===== src/rtl/float_unpack_stage.sv =====
// Registered binary32 operand-unpack stage with a 2-entry (OUT + SKID) valid/ready buffer.
// Optional macro FPU_DAZ_EN: subnormal inputs are unpacked as signed zero.
module float_unpack_stage #(
    parameter int unsigned EXP_W = 8,
    parameter int unsigned MAN_W = 23
) (
    input  logic                 clk,
    input  logic                 reset_n,
    input  logic                 flush,
    input  logic                 valid_in,
    output logic                 ready_out,
    output logic                 valid_out,
    input  logic                 ready_in,
    input  logic [4:0]           op_in,
    input  logic [2:0]           rm_in,
    input  logic [2:0]           frm,
    input  logic [EXP_W+MAN_W:0] a,
    output logic [4:0]           op,
    output logic [2:0]           rm,
    output logic                 illegal_rm,
    output logic [MAN_W:0]       man_a,
    output logic [EXP_W-1:0]     exp_a,
    output logic                 sgn_a,
    output logic                 zero_a,
    output logic                 inf_a,
    output logic                 sNaN_a,
    output logic                 qNaN_a,
    output logic                 subnormal_a
);

    localparam int unsigned W = 1 + EXP_W + MAN_W;

    typedef struct packed {
        logic [4:0]       op;
        logic [2:0]       rm;
        logic             illegal_rm;
        logic [MAN_W:0]   man;
        logic [EXP_W-1:0] exp;
        logic             sgn;
        logic             zero;
        logic             inf;
        logic             snan;
        logic             qnan;
        logic             sub;
    } payload_t;

    payload_t         p_new;
    payload_t         out_q, out_d, skid_q, skid_d;
    logic             out_v_q, out_v_d, skid_v_q, skid_v_d, rdy_q, rdy_d;
    logic [EXP_W-1:0] e;
    logic [MAN_W-1:0] f;
    logic             accept, drain;

    // Decode the incoming operand and resolve the dynamic rounding mode.
    always_comb begin
        e     = a[W-2 -: EXP_W];
        f     = a[MAN_W-1:0];
        p_new = '0;
        p_new.op         = op_in;
        p_new.rm         = (rm_in == 3'b111) ? frm : rm_in;
        p_new.illegal_rm = (p_new.rm >= 3'b101);
        p_new.sgn        = a[W-1];
        if (e == {EXP_W{1'b1}}) begin
            p_new.exp = e;
            p_new.man = {1'b1, f};
            if (f == '0)
                p_new.inf = 1'b1;
            else if (f[MAN_W-1])
                p_new.qnan = 1'b1;
            else
                p_new.snan = 1'b1;
        end else if (e == '0) begin
            if (f == '0) begin
                p_new.zero = 1'b1;
            end else begin
`ifdef FPU_DAZ_EN
                p_new.zero = 1'b1;
`else
                p_new.sub = 1'b1;
                p_new.man = {1'b0, f};
                p_new.exp = EXP_W'(1);
`endif
            end
        end else begin
            p_new.exp = e;
            p_new.man = {1'b1, f};
        end
    end

    assign accept = valid_in && rdy_q;
    assign drain  = out_v_q && ready_in;

    // Buffer next-state: flush wins, then refill OUT from SKID or input, else park input in SKID.
    always_comb begin
        out_d    = out_q;
        out_v_d  = out_v_q;
        skid_d   = skid_q;
        skid_v_d = skid_v_q;
        if (flush) begin
            out_v_d  = 1'b0;
            skid_v_d = 1'b0;
        end else if (!out_v_q || drain) begin
            if (skid_v_q) begin
                out_d    = skid_q;
                out_v_d  = 1'b1;
                skid_v_d = 1'b0;
            end else if (accept) begin
                out_d   = p_new;
                out_v_d = 1'b1;
            end else begin
                out_v_d = 1'b0;
            end
        end else if (accept) begin
            skid_d   = p_new;
            skid_v_d = 1'b1;
        end
        rdy_d = !skid_v_d;
    end

    always_ff @(posedge clk or negedge reset_n) begin
        if (!reset_n) begin
            out_q    <= '0;
            skid_q   <= '0;
            out_v_q  <= 1'b0;
            skid_v_q <= 1'b0;
            rdy_q    <= 1'b1;
        end else begin
            out_q    <= out_d;
            skid_q   <= skid_d;
            out_v_q  <= out_v_d;
            skid_v_q <= skid_v_d;
            rdy_q    <= rdy_d;
        end
    end

    assign ready_out   = rdy_q;
    assign valid_out   = out_v_q;
    assign op          = out_q.op;
    assign rm          = out_q.rm;
    assign illegal_rm  = out_q.illegal_rm;
    assign man_a       = out_q.man;
    assign exp_a       = out_q.exp;
    assign sgn_a       = out_q.sgn;
    assign zero_a      = out_q.zero;
    assign inf_a       = out_q.inf;
    assign sNaN_a      = out_q.snan;
    assign qNaN_a      = out_q.qnan;
    assign subnormal_a = out_q.sub;

endmodule


===== config.mk =====
export PLATFORM = sky130hd
export DESIGN_NAME = float_unpack_stage
export DESIGN_NICKNAME = d
export VERILOG_FILES = /design/src/rtl/float_unpack_stage.sv
export SDC_FILE = /design/constraint.sdc
export NUM_CORES = 1
export LEC_CHECK = 0
export CELL_PAD_IN_SITES_DETAIL_PLACEMENT = 1
export CELL_PAD_IN_SITES_GLOBAL_PLACEMENT = 1
export CORE_MARGIN = 3
export CORE_UTILIZATION = 30
export CTS_CLUSTER_SIZE = 14
export DETAILED_ROUTE_END_ITERATION = 12
export PLACE_DENSITY_LB_ADDON = 0.1
export SYNTH_ARGS = -nofsm -noshare
export SYNTH_HDL_FRONTEND = slang
export SYNTH_SLANG_ARGS = --single-unit

===== constraint.sdc =====
create_clock -name clk -period 3.9 [get_ports clk]
set_input_delay 0.78 -clock clk [delete_from_list [all_inputs] [get_ports clk]]
set_output_delay 0.78 -clock clk [all_outputs]
set_load 0.02 [all_outputs]

# == Word-level counts from Yosys, hierarchy flattened ==
# Index checks and enable logic that the tools add are counted.
# W data, S select, Z words.
# totals
regBits,97
input_bits,48
output_inout_bits,49
wordCells,64
# classes
order_cmp,1
eq_ne,2
mux,23
bitwise_logic,2
reduce_logical,11
# ops
op,count
$mux W47,2
$mux W32,2
$mux W31,1
$logic_not A23 Y1,1
$mux W1,15
$eq A8 B8 Y1 const B,1
$logic_not A8 Y1,1
$mux W3,2
$reduce_and A3 Y1,2
$reduce_bool A2 Y1,2
$eq A3 B3 Y1 const B,1
$ge A3 B3 Y1 const B,1
$logic_and A1 B1 Y1,2
$logic_not A1 Y1,2
$mux W2,1
$not A1 Y1,2
$logic_or A1 B1 Y1,1

# == Logic depth before layout (Yosys ltp) ==
# Gate-level depths: netlist (run 1).
# depth
word_depth,6
ltp_mapped,7
ltp_nobuf,4

# == Least setup slack after synthesis (run 1) ==
# Ideal clock, no wire load.
# synth_path
path_type,input -> register
from,in ready_in
to,reg skid_q[2] in the netlist's numbering
setup_time_ns,0.129
arrival_time_ns,1.851
t_required_ns,3.771
setup_slack_ns,1.921
stages,7
path_buffers,3
cell_sequence,nand2b_1 -> buf_2 -> or3_1 -> buf_2 -> buf_2 -> nand2_1 -> o41ai_2
# synth_via
elab_chain_len,4
# synth_lines
item,line,source
start: declaration,13,"input logic ready_in,"
$logic_and A1 B1 Y1,91,assign drain = out_v_q && ready_in;
$logic_or A1 B1 Y1,102,end else if (!out_v_q || drain) begin
$not A1 Y1 (no line),-,
$reduce_and A3 Y1 (no line),-,
end signal: assignment,129,skid_q <= skid_d;
end: declaration,48,"payload_t out_q, out_d, skid_q, skid_d;"
# No other way between the ends.
# A chain may end at the register's enable or synchronous reset.

# == Worst setup path after layout (run 1) ==
# Ends and elaborated chain as after synthesis.

==> results of run 1 <==
## layout make-up
cell class	count	area [sq um]
fillers	1547	7840
clock inverters	2	35.0
clock buffers	14	274
multi-input cells	310	1670
well taps	176	220
inverters	4	15.0
flip-flops and latches	97	2430
repair buffers	102	1020
## power groups by stage
stage	sequential (W)	clock (W)	combinational, W
final	0.00129	0.000922	0.000589
after global routing	0.00131	0.000990	0.000650
after CTS	0.00129	0.000955	0.000603
after detailed placement	0.00131	0	0.000601
after global placement	0.00130	0	0.000585
after floorplan	0.00138	0	0.000200
## metal layers
layer / wire, um / vias to the layer above / GRT usage, % / share of wire [%]
met2: 5390 / 66 / 25.1 / 47
met1: 5380 / 1678 / 19.2 / 47
met5: 0 / - / 0 / 0
met3: 403 / 15 / 2.96 / 3.5
li1: - / 1653 / - / -
met4: 249 / 0 / 6.51 / 2.2
## cell families (layout without fill, tap and decap cells)
group                  Yosys count  after routing  share of synthesized area, %
flip-flops                      97             97                          57.4
buffers and inverters           30            122                          3.22
AND/OR/NAND/NOR                195            195                          19.6
AO/OA/AOI/OAI                   77             77                          10.7
multiplexers                    38             38                          9.02
## metrics by stage
stage	instance area (sq um)	total power, W	utilization (%)	hold slack (ns)
finish	5660	0.00280	41.9	0.449
detailed placement	5350	0.00191	39.6	0.467
floorplan	4230	0.00158	-	0.445
global placement	5350	0.00188	39.6	0.457
global route	5660	0.00295	41.9	0.488
CTS	5660	0.00285	41.9	0.462
## flip-flops by register name, summed over array words and instances, names as in the netlist, 3 cells and up
register / count
op: 5
exp_a: 8
rm: 3
man_a: 24
skid_q: 47
## placed cells by master (no fill, tap or decap), types with 2 or more instances in the layout
| cell type | count |
|---|---|
| or4_1 | 3 |
| clkbuf_8 | 3 |
| mux2i_1 | 37 |
| buf_4 | 6 |
| o21a_1 | 5 |
| nand4_1 | 6 |
| clkbuf_1 | 2 |
| a21boi_0 | 3 |
| dfrtp_1 | 95 |
| inv_1 | 4 |
| a21o_1 | 2 |
| nor4_2 | 3 |
| o21ai_1 | 9 |
| clkbuf_16 | 9 |
| a31oi_1 | 2 |
| o31ai_1 | 2 |
| o21ai_0 | 7 |
| a21oi_1 | 39 |
| nor4_1 | 2 |
| clkdlybuf4s50_1 | 95 |
| nor2_1 | 40 |
| nand2_1 | 129 |
| nand3_1 | 3 |
| nor3_4 | 2 |
| o211ai_1 | 3 |
## synthesized netlist by cell type, types with 4 or more instances
master    count
buf_2        16
dfrtp_1      96
nand4_1       6
o21a_1        5
inv_1         4
a21oi_1      39
nand2_1     129
o21ai_0       7
o21ai_1       9
clkbuf_1      6
nor2_1       40
mux2i_1      37
## critical path: cells and delay by family
kind                   cells  cell delay, ns
AO/OA/AOI/OAI              1            0.43
buffers and inverters      1            0.41
AND/OR/NAND/NOR            2            1.29
## worst min-delay path by stage
| stage | to | slack, ns | depth (start not counted) |
|---|---|---|---|
| after floorplan | skid_q[10] | 0.45 | 2 |
| after CTS | skid_v_q | 0.46 | 1 |
| after detailed placement | skid_q[9] | 0.47 | 2 |
| final | skid_v_q | 0.45 | 1 |
| after global placement | skid_q[27] | 0.46 | 2 |
| after global routing | skid_v_q | 0.49 | 1 |
==> metrics.txt, run 1 <==
# TYPE chip_impl_metric gauge
chip_impl_metric{name="share_seq_of_total_power",unit="%"} 46.0
chip_impl_metric{name="routed_wire_per_std_cell",unit="um"} 16.2
chip_impl_metric{name="power_report.internal_total",unit="W"} 0.00201
chip_impl_metric{name="die-width",unit="um"} 125
chip_impl_metric{name="synth_cell_types",unit=""} 39
chip_impl_metric{name="fin_setup_tns",unit="ns"} 0
chip_impl_metric{name="seq_area_frac_synth",unit="%"} 57.4
chip_impl_metric{name="postSynth.asyncResetShare",unit="%"} 100
chip_impl_metric{name="timing.critical_path.fanout_max",unit=""} 54
chip_impl_info{name="setup_repair_after_global_routing_missed_its_margin",value="no"} 1
chip_impl_info{name="synth.top_cells.by_area",value="dfrtp_1 57%, nand2_1 11%, mux2i_1 8.8%"} 1
chip_impl_metric{name="synthToLayoutAreaGrowth",unit="%"} 33.9
chip_impl_metric{name="synth_seq_cells",unit=""} 97
chip_impl_info{name="timing.rr.start",value="valid_out"} 1
chip_impl_metric{name="first_global_vias",unit=""} 3674
chip_impl_metric{name="timing.final.crit_share",unit="%"} 68.9
chip_impl_info{name="cts_tree",value="done"} 1
chip_impl_metric{name="cts_setup_buffers",unit=""} 0
chip_impl_metric{name="yosys_warnings",unit=""} 0
chip_impl_metric{name="ir_drop",unit="mV"} 0.192
chip_impl_info{name="crit_path_start",value="ready_in"} 1
chip_impl_metric{name="maxClockFrequency",unit="MHz"} 372
chip_impl_metric{name="final_standard_cell_count_with_taps_included_and_fillers_excluded",unit=""} 705
chip_impl_metric{name="drive_above_1_share",unit="%"} 6.05
chip_impl_metric{name="clock_tree.buffer_depth",unit=""} 2
chip_impl_info{name="path_class",value="primary input to register"} 1
chip_impl_metric{name="rrSetupSlack",unit="ns"} 1.79
chip_impl_metric{name="cts_hold_repair.buffers",unit=""} 0
chip_impl_info{name="critPathSlowestCell",value="or3_2"} 1
chip_impl_info{name="start_kind",value="primary input"} 1
chip_impl_metric{name="mean_syn_cell_area",unit="sq um"} 9.68
chip_impl_metric{name="place.detailed.instances",unit=""} 689
chip_impl_metric{name="power_density",unit="nW/um^2"} 494
chip_impl_metric{name="switching_portion_of_total_power",unit="%"} 28.0
chip_impl_metric{name="initial_utilization",unit="%"} 31.3
chip_impl_metric{name="cp_data_arrival_time",unit="ns"} 2.92
chip_impl_metric{name="grt.total_usage",unit="%"} 15.1
chip_impl_metric{name="detail_route.drc_violations",unit=""} 0
chip_impl_metric{name="final_hold_fails",unit=""} 0
chip_impl_metric{name="port_buffers",unit=""} 96
chip_impl_metric{name="antenna-diode-count",unit=""} 0
chip_impl_info{name="cp_cell_sequence",value="clkdlybuf4s50_1 -> nand2b_1 -> or3_2 -> o41ai_2"} 1
chip_impl_metric{name="drv.max_cap_violation_count",unit=""} 0
chip_impl_info{name="outcome",value="finished clean"} 1
chip_impl_metric{name="clock_skew",unit="ns"} 0.00316
chip_impl_metric{name="antenna_left",unit=""} 0
chip_impl_metric{name="clock_power_share",unit="%"} 32.9
chip_impl_metric{name="synth_fp_nets",unit=""} 485
chip_impl_metric{name="clkSlewWorstSetupHoldPaths",unit="ns"} 0.06
chip_impl_metric{name="grt_antenna_before_repair",unit=""} 0
chip_impl_metric{name="total_detailed_routing_wirelength",unit="um"} 11400
chip_impl_info{name="clockRootBuffer",value="clkbuf_16"} 1
chip_impl_metric{name="routed_via_density",unit=""} 4.84
chip_impl_metric{name="setup_viol_count_final",unit=""} 0
chip_impl_metric{name="first_pass_iters",unit=""} 4
chip_impl_metric{name="globalplace.congestion",unit=""} 0.751
chip_impl_metric{name="die_area",unit="sq um"} 15600
chip_impl_metric{name="power_frac_comb",unit="%"} 21.1
chip_impl_metric{name="clock_insertion_delay_worst_skew",unit="ns"} 0.34
chip_impl_metric{name="synthCells",unit=""} 437
chip_impl_metric{name="coreArea",unit="sq um"} 13500
chip_impl_metric{name="worst-slew-pin-transition",unit="ns"} 1.06
chip_impl_metric{name="rr_worst_depth",unit=""} 3
chip_impl_metric{name="critical-path-max-stage-delay",unit="ns"} 0.98
chip_impl_metric{name="worst-endpoint-required",unit="ns"} 4.14
chip_impl_metric{name="boundaryPins",unit=""} 97
chip_impl_metric{name="detailedPlace.worstSlack",unit="ns"} 0.830
chip_impl_metric{name="rows",unit=""} 42
chip_impl_metric{name="synthesis.area",unit="sq um"} 4230
chip_impl_metric{name="tritoncts.num_buffers",unit=""} 9
chip_impl_metric{name="synth-edff-count",unit=""} 0
chip_impl_metric{name="timing.max_slew.rel_slack",unit="%"} 29.6
chip_impl_metric{name="leakage_dissipation",unit="nW"} 2.39
chip_impl_metric{name="fin_nets",unit=""} 572
chip_impl_metric{name="cts.sink_count",unit=""} 97
chip_impl_metric{name="switchingPower",unit="W"} 0.000783
chip_impl_metric{name="via_count",unit=""} 3412
chip_impl_info{name="synth_top_area_cell",value="dfrtp_1"} 1
chip_impl_metric{name="finalWorstPathRequiredPeriod",unit="ns"} 2.69
chip_impl_info{name="setup.worst_path.end",value="skid_q[2]"} 1
chip_impl_info{name="most_instantiated_flip_flop_cell_in_the_synthesis_netlist",value="dfrtp_1"} 1
chip_impl_metric{name="drv_slew",unit=""} 0
chip_impl_metric{name="yosys.area.top_type_share",unit="%"} 56.8
chip_impl_info{name="reg2reg_to",value="skid_q[2]"} 1
chip_impl_metric{name="grt_pass1_wl",unit="um"} 19000
chip_impl_metric{name="postCtsResizedCells",unit=""} 0
chip_impl_metric{name="die_y",unit="um"} 125
chip_impl_metric{name="setup_slack",unit="ns"} 1.21
chip_impl_metric{name="overflow",unit=""} 0
chip_impl_info{name="hold_class",value="primary input to asynchronous set/reset pin"} 1
chip_impl_metric{name="grt_start_max_net_pins",unit=""} 56
chip_impl_metric{name="maximum_level_of_the_cts_h_tree",unit=""} 3
chip_impl_metric{name="place_hpwl",unit="um"} 7710
chip_impl_metric{name="drt_first_iter_violations",unit=""} 112
chip_impl_info{name="worstSetupEndpointType",value="register"} 1
(Power assumes the default switching activity.)
==> run 2, diff against run 1 <==
==> constraint.sdc (replaced) <==
create_clock -name clk -period 2.6 [get_ports clk]
set_input_delay 0.52 -clock clk [delete_from_list [all_inputs] [get_ports clk]]
set_output_delay 0.52 -clock clk [all_outputs]
set_load 0.02 [all_outputs]
==> run 2 against run 1 <==
Count of clock-buffer cells in the layout is 3 lower. Worst hold slack worse by 0.25 ns. Utilization is 0.95 points higher. First-iteration DRC count is 6.3% higher. Via count is 0.82% higher. Non-clock buffer count is 9 higher. Clock skew is 0.0019 ns higher. Final area is 2.3% higher. Largest power group unchanged.
==> metrics.txt, run 2 (synthesis results as in run 1) <==
# TYPE chip_impl_metric gauge
chip_impl_metric{name="finalPower",unit="W"} 0.00438
chip_impl_metric{name="total_detailed_routing_wirelength",unit="um"} 11800
chip_impl_metric{name="maximum_level_of_the_cts_h_tree",unit=""} 3
chip_impl_info{name="cp_cell_sequence",value="clkdlybuf4s50_1"} 1
chip_impl_metric{name="cts_setup_buffers",unit=""} 0
chip_impl_metric{name="coreArea",unit="sq um"} 13500
chip_impl_metric{name="final_cell_area",unit="sq um"} 5790
chip_impl_metric{name="overflow",unit=""} 0
chip_impl_metric{name="routed_wire_per_std_cell",unit="um"} 16.6
chip_impl_metric{name="grt_start_max_net_pins",unit=""} 57
chip_impl_metric{name="die_area",unit="sq um"} 15600
chip_impl_info{name="start_kind",value="register"} 1
chip_impl_info{name="hold_class",value="primary input to asynchronous set/reset pin"} 1
chip_impl_info{name="worstSetupEndpointType",value="output pin"} 1
chip_impl_metric{name="leakage_dissipation",unit="nW"} 2.46
chip_impl_metric{name="port_buffers",unit=""} 96
chip_impl_metric{name="drt_first_iter_violations",unit=""} 119
chip_impl_metric{name="finalWorstPathRequiredPeriod",unit="ns"} 2.03
chip_impl_metric{name="worst-slew-pin-transition",unit="ns"} 0.647
chip_impl_metric{name="first_pass_iters",unit=""} 4
chip_impl_metric{name="tritoncts.num_buffers",unit=""} 9
chip_impl_metric{name="clock_tree.buffer_depth",unit=""} 2
chip_impl_metric{name="boundaryPins",unit=""} 97
chip_impl_info{name="commonest_non_fill_non_tap_cell_in_the_layout",value="nand2_1"} 1
chip_impl_metric{name="via_count",unit=""} 3440
chip_impl_metric{name="final_hold_fails",unit=""} 0
chip_impl_metric{name="grt.total_usage",unit="%"} 16.0
chip_impl_metric{name="worst-endpoint-required",unit="ns"} 2.08
chip_impl_info{name="outcome",value="finished clean"} 1
chip_impl_metric{name="postCtsResizedCells",unit=""} 0
chip_impl_metric{name="grt_use_met2",unit="%"} 26.2
chip_impl_metric{name="antenna-diode-count",unit=""} 0
chip_impl_info{name="gr-max-usage-layer",value="met2"} 1
chip_impl_info{name="regMostFlops",value="skid_q"} 1
chip_impl_metric{name="timing.max_slew.rel_slack",unit="%"} 56.9
chip_impl_metric{name="fin_nets",unit=""} 581
chip_impl_metric{name="final_standard_cell_count_with_taps_included_and_fillers_excluded",unit=""} 714
chip_impl_metric{name="maxClockFrequency",unit="MHz"} 493
chip_impl_metric{name="use_met3",unit="%"} 5.36
chip_impl_metric{name="first_global_vias",unit=""} 3661
chip_impl_metric{name="timing.critical_path.buf_inv",unit=""} 1
chip_impl_metric{name="place.detailed.instances",unit=""} 698
chip_impl_metric{name="initial_utilization",unit="%"} 31.3
chip_impl_metric{name="critical-path-max-stage-delay",unit="ns"} 0.61
chip_impl_metric{name="largest_register_ffs",unit=""} 47
chip_impl_metric{name="drive_above_1_share",unit="%"} 7.81
chip_impl_metric{name="antenna_left",unit=""} 0
chip_impl_info{name="cts_tree",value="done"} 1
chip_impl_metric{name="die-width",unit="um"} 125
chip_impl_info{name="critPathSlowestCell",value="clkdlybuf4s50_1"} 1
chip_impl_info{name="setup_repair_after_global_routing_missed_its_margin",value="no"} 1
chip_impl_metric{name="grt_antenna_before_repair",unit=""} 0
chip_impl_metric{name="power_density",unit="nW/um^2"} 756
chip_impl_metric{name="worst_hold_slack",unit="ns"} 0.200
chip_impl_metric{name="routed_via_density",unit=""} 4.82
chip_impl_metric{name="cts_hold_repair.buffers",unit=""} 0
chip_impl_metric{name="die_y",unit="um"} 125
chip_impl_metric{name="cts.sink_count",unit=""} 97
chip_impl_metric{name="synthToLayoutAreaGrowth",unit="%"} 36.9
chip_impl_info{name="timing.critical_path.max_delay_family",value="buffers and inverters"} 1
chip_impl_metric{name="postPlaceCellArea",unit="sq um"} 5450
chip_impl_info{name="mostFrequentLayoutCells",value="129 x nand2_1, 95 x dfrtp_1, 95 x clkdlybuf4s50_1, 40 x nor2_1, 39 x a21oi_1"} 1
chip_impl_metric{name="timing.final.crit_share",unit="%"} 78.0
chip_impl_metric{name="ir_drop",unit="mV"} 0.415
chip_impl_metric{name="clock_skew",unit="ns"} 0.00509
chip_impl_info{name="clockRootBuffer",value="clkbuf_16"} 1
chip_impl_metric{name="clkSlewWorstSetupHoldPaths",unit="ns"} 0.07
chip_impl_metric{name="fin_setup_tns",unit="ns"} 0
chip_impl_info{name="path_class",value="register to output pin"} 1
chip_impl_metric{name="clock_insertion_delay_worst_skew",unit="ns"} 0.34
chip_impl_metric{name="drv_slew",unit=""} 0
chip_impl_metric{name="cp_data_arrival_time",unit="ns"} 1.51
chip_impl_metric{name="grt_pass1_wl",unit="um"} 20000
chip_impl_metric{name="timing.critical_path.fanout_max",unit=""} 4
chip_impl_metric{name="setup_viol_count_final",unit=""} 0
chip_impl_metric{name="globalplace.congestion",unit=""} 0.747
chip_impl_metric{name="drv.max_cap_violation_count",unit=""} 0
chip_impl_metric{name="grt_use_met1",unit="%"} 20.7
chip_impl_metric{name="rows",unit=""} 42
chip_impl_metric{name="detail_route.drc_violations",unit=""} 0
chip_impl_metric{name="place_hpwl",unit="um"} 8270
## run 2: cell types whose count changed in the layout (fill, tap and decap cells not counted)
cell,previous run,this run
buf_4,6,13
buf_12,1,3
bufinv_16,1,3
clkbuf_8,3,1
clkbuf_1,2,1
clkinvlp_4,0,1
## run 2: power by group
group / leakage [nW] / switching [W] / internal [W]
Combinational: 1.13 / 0.000469 / 0.000428
Sequential: 1.17 / 0.000152 / 0.00178
Clock: 0.166 / 0.000588 / 0.000966
Total: 2.46 / 0.00121 / 0.00317
## run 2: per-stage QoR
step	utilization (%)	setup WS (ns)
after floorplan	-	0.881
after global placement	40.3	0.245
after detailed placement	40.3	0.201
after CTS	42.9	0.552
after global routing	42.9	0.514
final	42.9	0.571
## run 2: layout make-up
class,count,area [sq um]
Clock buffer,11,243
Clock inverter,5,103
Fill cell,1544,7710
Inverter,4,15.0
Multi-Input combinational cell,310,1670
Sequential cell,97,2430
Tap cell,176,220
Timing Repair Buffer,111,1110
## run 2: path summary, 6_finish.rpt
kind / endpoint / start / cells past startpoint / slack, ns
min in group clk: skid_q[8] / skid_q[8] / 2 / 0.47
worst max-delay path: ready_out / ready_out / 1 / 0.57
worst max register to register: man_a[2] / skid_v_q / 6 / 0.80
worst min-delay path: skid_q[35] / reset_n / 1 / 0.20
max in group asynchronous: ready_out / reset_n / 2 / 1.69
worst min register to register: skid_q[8] / skid_q[8] / 2 / 0.47
## run 2: routing by layer
metal / up-vias / wire (um)
met5: - / 0
met4: 0 / 106
met3: 9 / 632
met2: 67 / 5730
met1: 1700 / 5350
li1: 1664 / -
==> run 3, diff against run 2 <==
==> constraint.sdc (replaced) <==
create_clock -name clk -period 1.8 [get_ports clk]
set_input_delay 0.36 -clock clk [delete_from_list [all_inputs] [get_ports clk]]
set_output_delay 0.36 -clock clk [all_outputs]
set_load 0.02 [all_outputs]
==> run 3 against run 2 <==
Die area stayed put. Worst setup slack worse by 0.51 ns. Worst hold slack better by 0.12 ns. Final area is 7.0% higher. Total power is 44% higher. First-iteration DRC count is 5.0% higher. Sequential power is 44% higher. Non-clock buffer count is 39 higher. Global-route usage is 0.67 points higher. Sequential share of layout area is 2.8 points lower. Critical path type unchanged. Highest routed layer unchanged.
==> metrics.txt, run 3 (synthesis results as in run 1) <==
# TYPE chip_impl_metric gauge
chip_impl_metric{name="clock_tree.buffer_depth",unit=""} 2
chip_impl_metric{name="port_buffers",unit=""} 96
chip_impl_metric{name="globalplace.congestion",unit=""} 0.752
chip_impl_metric{name="synthToLayoutAreaGrowth",unit="%"} 46.5
chip_impl_metric{name="fin_nets",unit=""} 620
chip_impl_metric{name="routed_wire_per_std_cell",unit="um"} 16.3
chip_impl_metric{name="grt_pass1_wl",unit="um"} 20700
chip_impl_metric{name="initial_utilization",unit="%"} 31.3
chip_impl_metric{name="overflow",unit=""} 0
chip_impl_info{name="hold_class",value="primary input to register"} 1
chip_impl_metric{name="detail_route.drc_violations",unit=""} 0
chip_impl_metric{name="antenna-diode-count",unit=""} 0
chip_impl_info{name="path_class",value="register to output pin"} 1
chip_impl_metric{name="finalWorstPathRequiredPeriod",unit="ns"} 1.74
chip_impl_metric{name="detailedPlace.worstSlack",unit="ns"} -0.389
chip_impl_metric{name="cp_data_arrival_time",unit="ns"} 1.38
chip_impl_metric{name="maxClockFrequency",unit="MHz"} 575
chip_impl_metric{name="clock_insertion_delay_worst_skew",unit="ns"} 0.35
chip_impl_metric{name="worst-endpoint-required",unit="ns"} 1.44
chip_impl_metric{name="drv.max_cap_violation_count",unit=""} 0
chip_impl_metric{name="setup_slack",unit="ns"} 0.0610
chip_impl_metric{name="first_pass_iters",unit=""} 4
chip_impl_metric{name="maximum_level_of_the_cts_h_tree",unit=""} 3
chip_impl_info{name="critPathSlowestCell",value="clkdlybuf4s50_1"} 1
chip_impl_metric{name="setup_viol_count_final",unit=""} 0
chip_impl_metric{name="largest_register_ffs",unit=""} 47
chip_impl_metric{name="clock_skew",unit="ns"} 0.00579
chip_impl_metric{name="die-width",unit="um"} 125
chip_impl_metric{name="leakage_dissipation",unit="nW"} 2.72
chip_impl_metric{name="die_area",unit="sq um"} 15600
chip_impl_metric{name="drt_first_iter_violations",unit=""} 125
chip_impl_metric{name="total_detailed_routing_wirelength",unit="um"} 12300
chip_impl_metric{name="grt_antenna_before_repair",unit=""} 0
chip_impl_metric{name="first_global_vias",unit=""} 3878
chip_impl_metric{name="cts.sink_count",unit=""} 97
chip_impl_metric{name="timing.max_slew.rel_slack",unit="%"} 71.9
chip_impl_info{name="worstSetupEndpointType",value="output pin"} 1
chip_impl_info{name="clockRootBuffer",value="clkbuf_16"} 1
chip_impl_info{name="start_kind",value="register"} 1
chip_impl_metric{name="via_count",unit=""} 3600
chip_impl_info{name="timing.critical_path.max_delay_family",value="buffers and inverters"} 1
chip_impl_metric{name="routed_via_density",unit=""} 4.78
chip_impl_metric{name="grt.total_usage",unit="%"} 16.7
chip_impl_metric{name="rows",unit=""} 42
chip_impl_metric{name="clkSlewWorstSetupHoldPaths",unit="ns"} 0.07
chip_impl_info{name="outcome",value="finished clean"} 1
chip_impl_metric{name="worst-slew-pin-transition",unit="ns"} 0.417
chip_impl_metric{name="final_hold_fails",unit=""} 0
chip_impl_metric{name="drv_slew",unit=""} 0
chip_impl_metric{name="layout.core_utilization",unit="%"} 45.9
chip_impl_metric{name="timing.final.crit_share",unit="%"} 96.6
chip_impl_metric{name="die_y",unit="um"} 125
chip_impl_metric{name="power_density",unit="nW/um^2"} 1020
chip_impl_metric{name="antenna_left",unit=""} 0
chip_impl_metric{name="timing.critical_path.fanout_max",unit=""} 2
chip_impl_metric{name="critical-path-max-stage-delay",unit="ns"} 0.63
chip_impl_metric{name="boundaryPins",unit=""} 97
chip_impl_metric{name="grt_start_max_net_pins",unit=""} 48
chip_impl_metric{name="place.detailed.instances",unit=""} 736
chip_impl_info{name="mostFrequentLayoutCells",value="129 x nand2_1, 95 x dfrtp_1, 89 x clkdlybuf4s50_1, 44 x buf_4"} 1
chip_impl_metric{name="place_hpwl",unit="um"} 8730
chip_impl_info{name="cp_cell_sequence",value="clkdlybuf4s50_1"} 1
chip_impl_metric{name="tritoncts.num_buffers",unit=""} 9
chip_impl_info{name="commonest_non_fill_non_tap_cell_in_the_layout",value="nand2_1"} 1
chip_impl_metric{name="ir_drop",unit="mV"} 0.492
chip_impl_info{name="cts_tree",value="done"} 1
chip_impl_metric{name="timing.critical_path.buf_inv",unit=""} 1
chip_impl_metric{name="drive_above_1_share",unit="%"} 14.2
chip_impl_metric{name="final_standard_cell_count_with_taps_included_and_fillers_excluded",unit=""} 753
chip_impl_metric{name="coreArea",unit="sq um"} 13500
chip_impl_metric{name="fin_setup_tns",unit="ns"} 0
chip_impl_info{name="regMostFlops",value="skid_q"} 1
## run 3: changes by cell type in the layout (fill, tap and decap cells not counted), sizes merged
| cell | change |
|---|---|
| clkinvlp | -1 |
| clkbuf | +1 |
| clkdlybuf4s50 | -6 |
| bufinv | -1 |
| inv | +1 |
| dlygate4sd2 | +1 |
| dlymetal6s2s | +5 |
| dlygate4sd3 | +1 |
| buf | +38 |
## run 3: layout make-up
cell class / count / area, sq um
clock buffers: 12 / 256
flip-flops and latches: 97 / 2430
clock inverters: 4 / 73.8
well taps: 176 / 220
multi-input cells: 310 / 1700
repair buffers: 150 / 1500
inverters: 4 / 15.0
fillers: 1523 / 7310
## run 3: path summary, 6_finish.rpt
path / start / endpoint / slack (ns) / cells past startpoint
max: inf_a / inf_a / 0.06 / 1
min: a[0] / skid_q[14] / 0.32 / 3
max reg2reg: ready_out / sNaN_a / 0.14 / 5
min reg2reg: skid_q[23] / skid_q[23] / 0.48 / 2
max in group asynchronous: reset_n / ready_out / 0.72 / 3
min in group asynchronous: reset_n / skid_q[39] / 0.48 / 2
## run 3: metal layers
layer	up-vias	GRT usage (%)	part of all wire (%)
met2	65	27.4	49
met4	0	5.29	1.3
met3	10	5.06	5.2
met1	1780	21.1	45
met5	-	0	0
li1	1745	-	-
## run 3: metrics by stage
step                power [W]  area (sq um)  hold slack, ns
floorplan             0.00343          4230          0.0644
global placement      0.00418          5820           0.316
detailed placement    0.00424          5820           0.323
CTS                   0.00642          6160           0.480
global route          0.00670          6200           0.329
finish                0.00632          6200           0.320
## run 3: power by group
| group | internal (W) | switching, W |
|---|---|---|
| sequential | 0.00257 | 0.000211 |
| combinational | 0.000689 | 0.000703 |
| clock | 0.00130 | 0.000848 |
## run 3: tightest hold or removal path: cells and delay by family
family	cells	cell delay, ns
AND/OR/NAND/NOR	2	0.14
buffers and inverters	1	0.14
## run 3: timing repair
action,CTS,global route
hold buffers,1,0
setup buffers,0,0
pin swaps,2,5
endpoints found under the hold margin,24,0
setup endpoints to repair,2,7
resized for setup,1,12
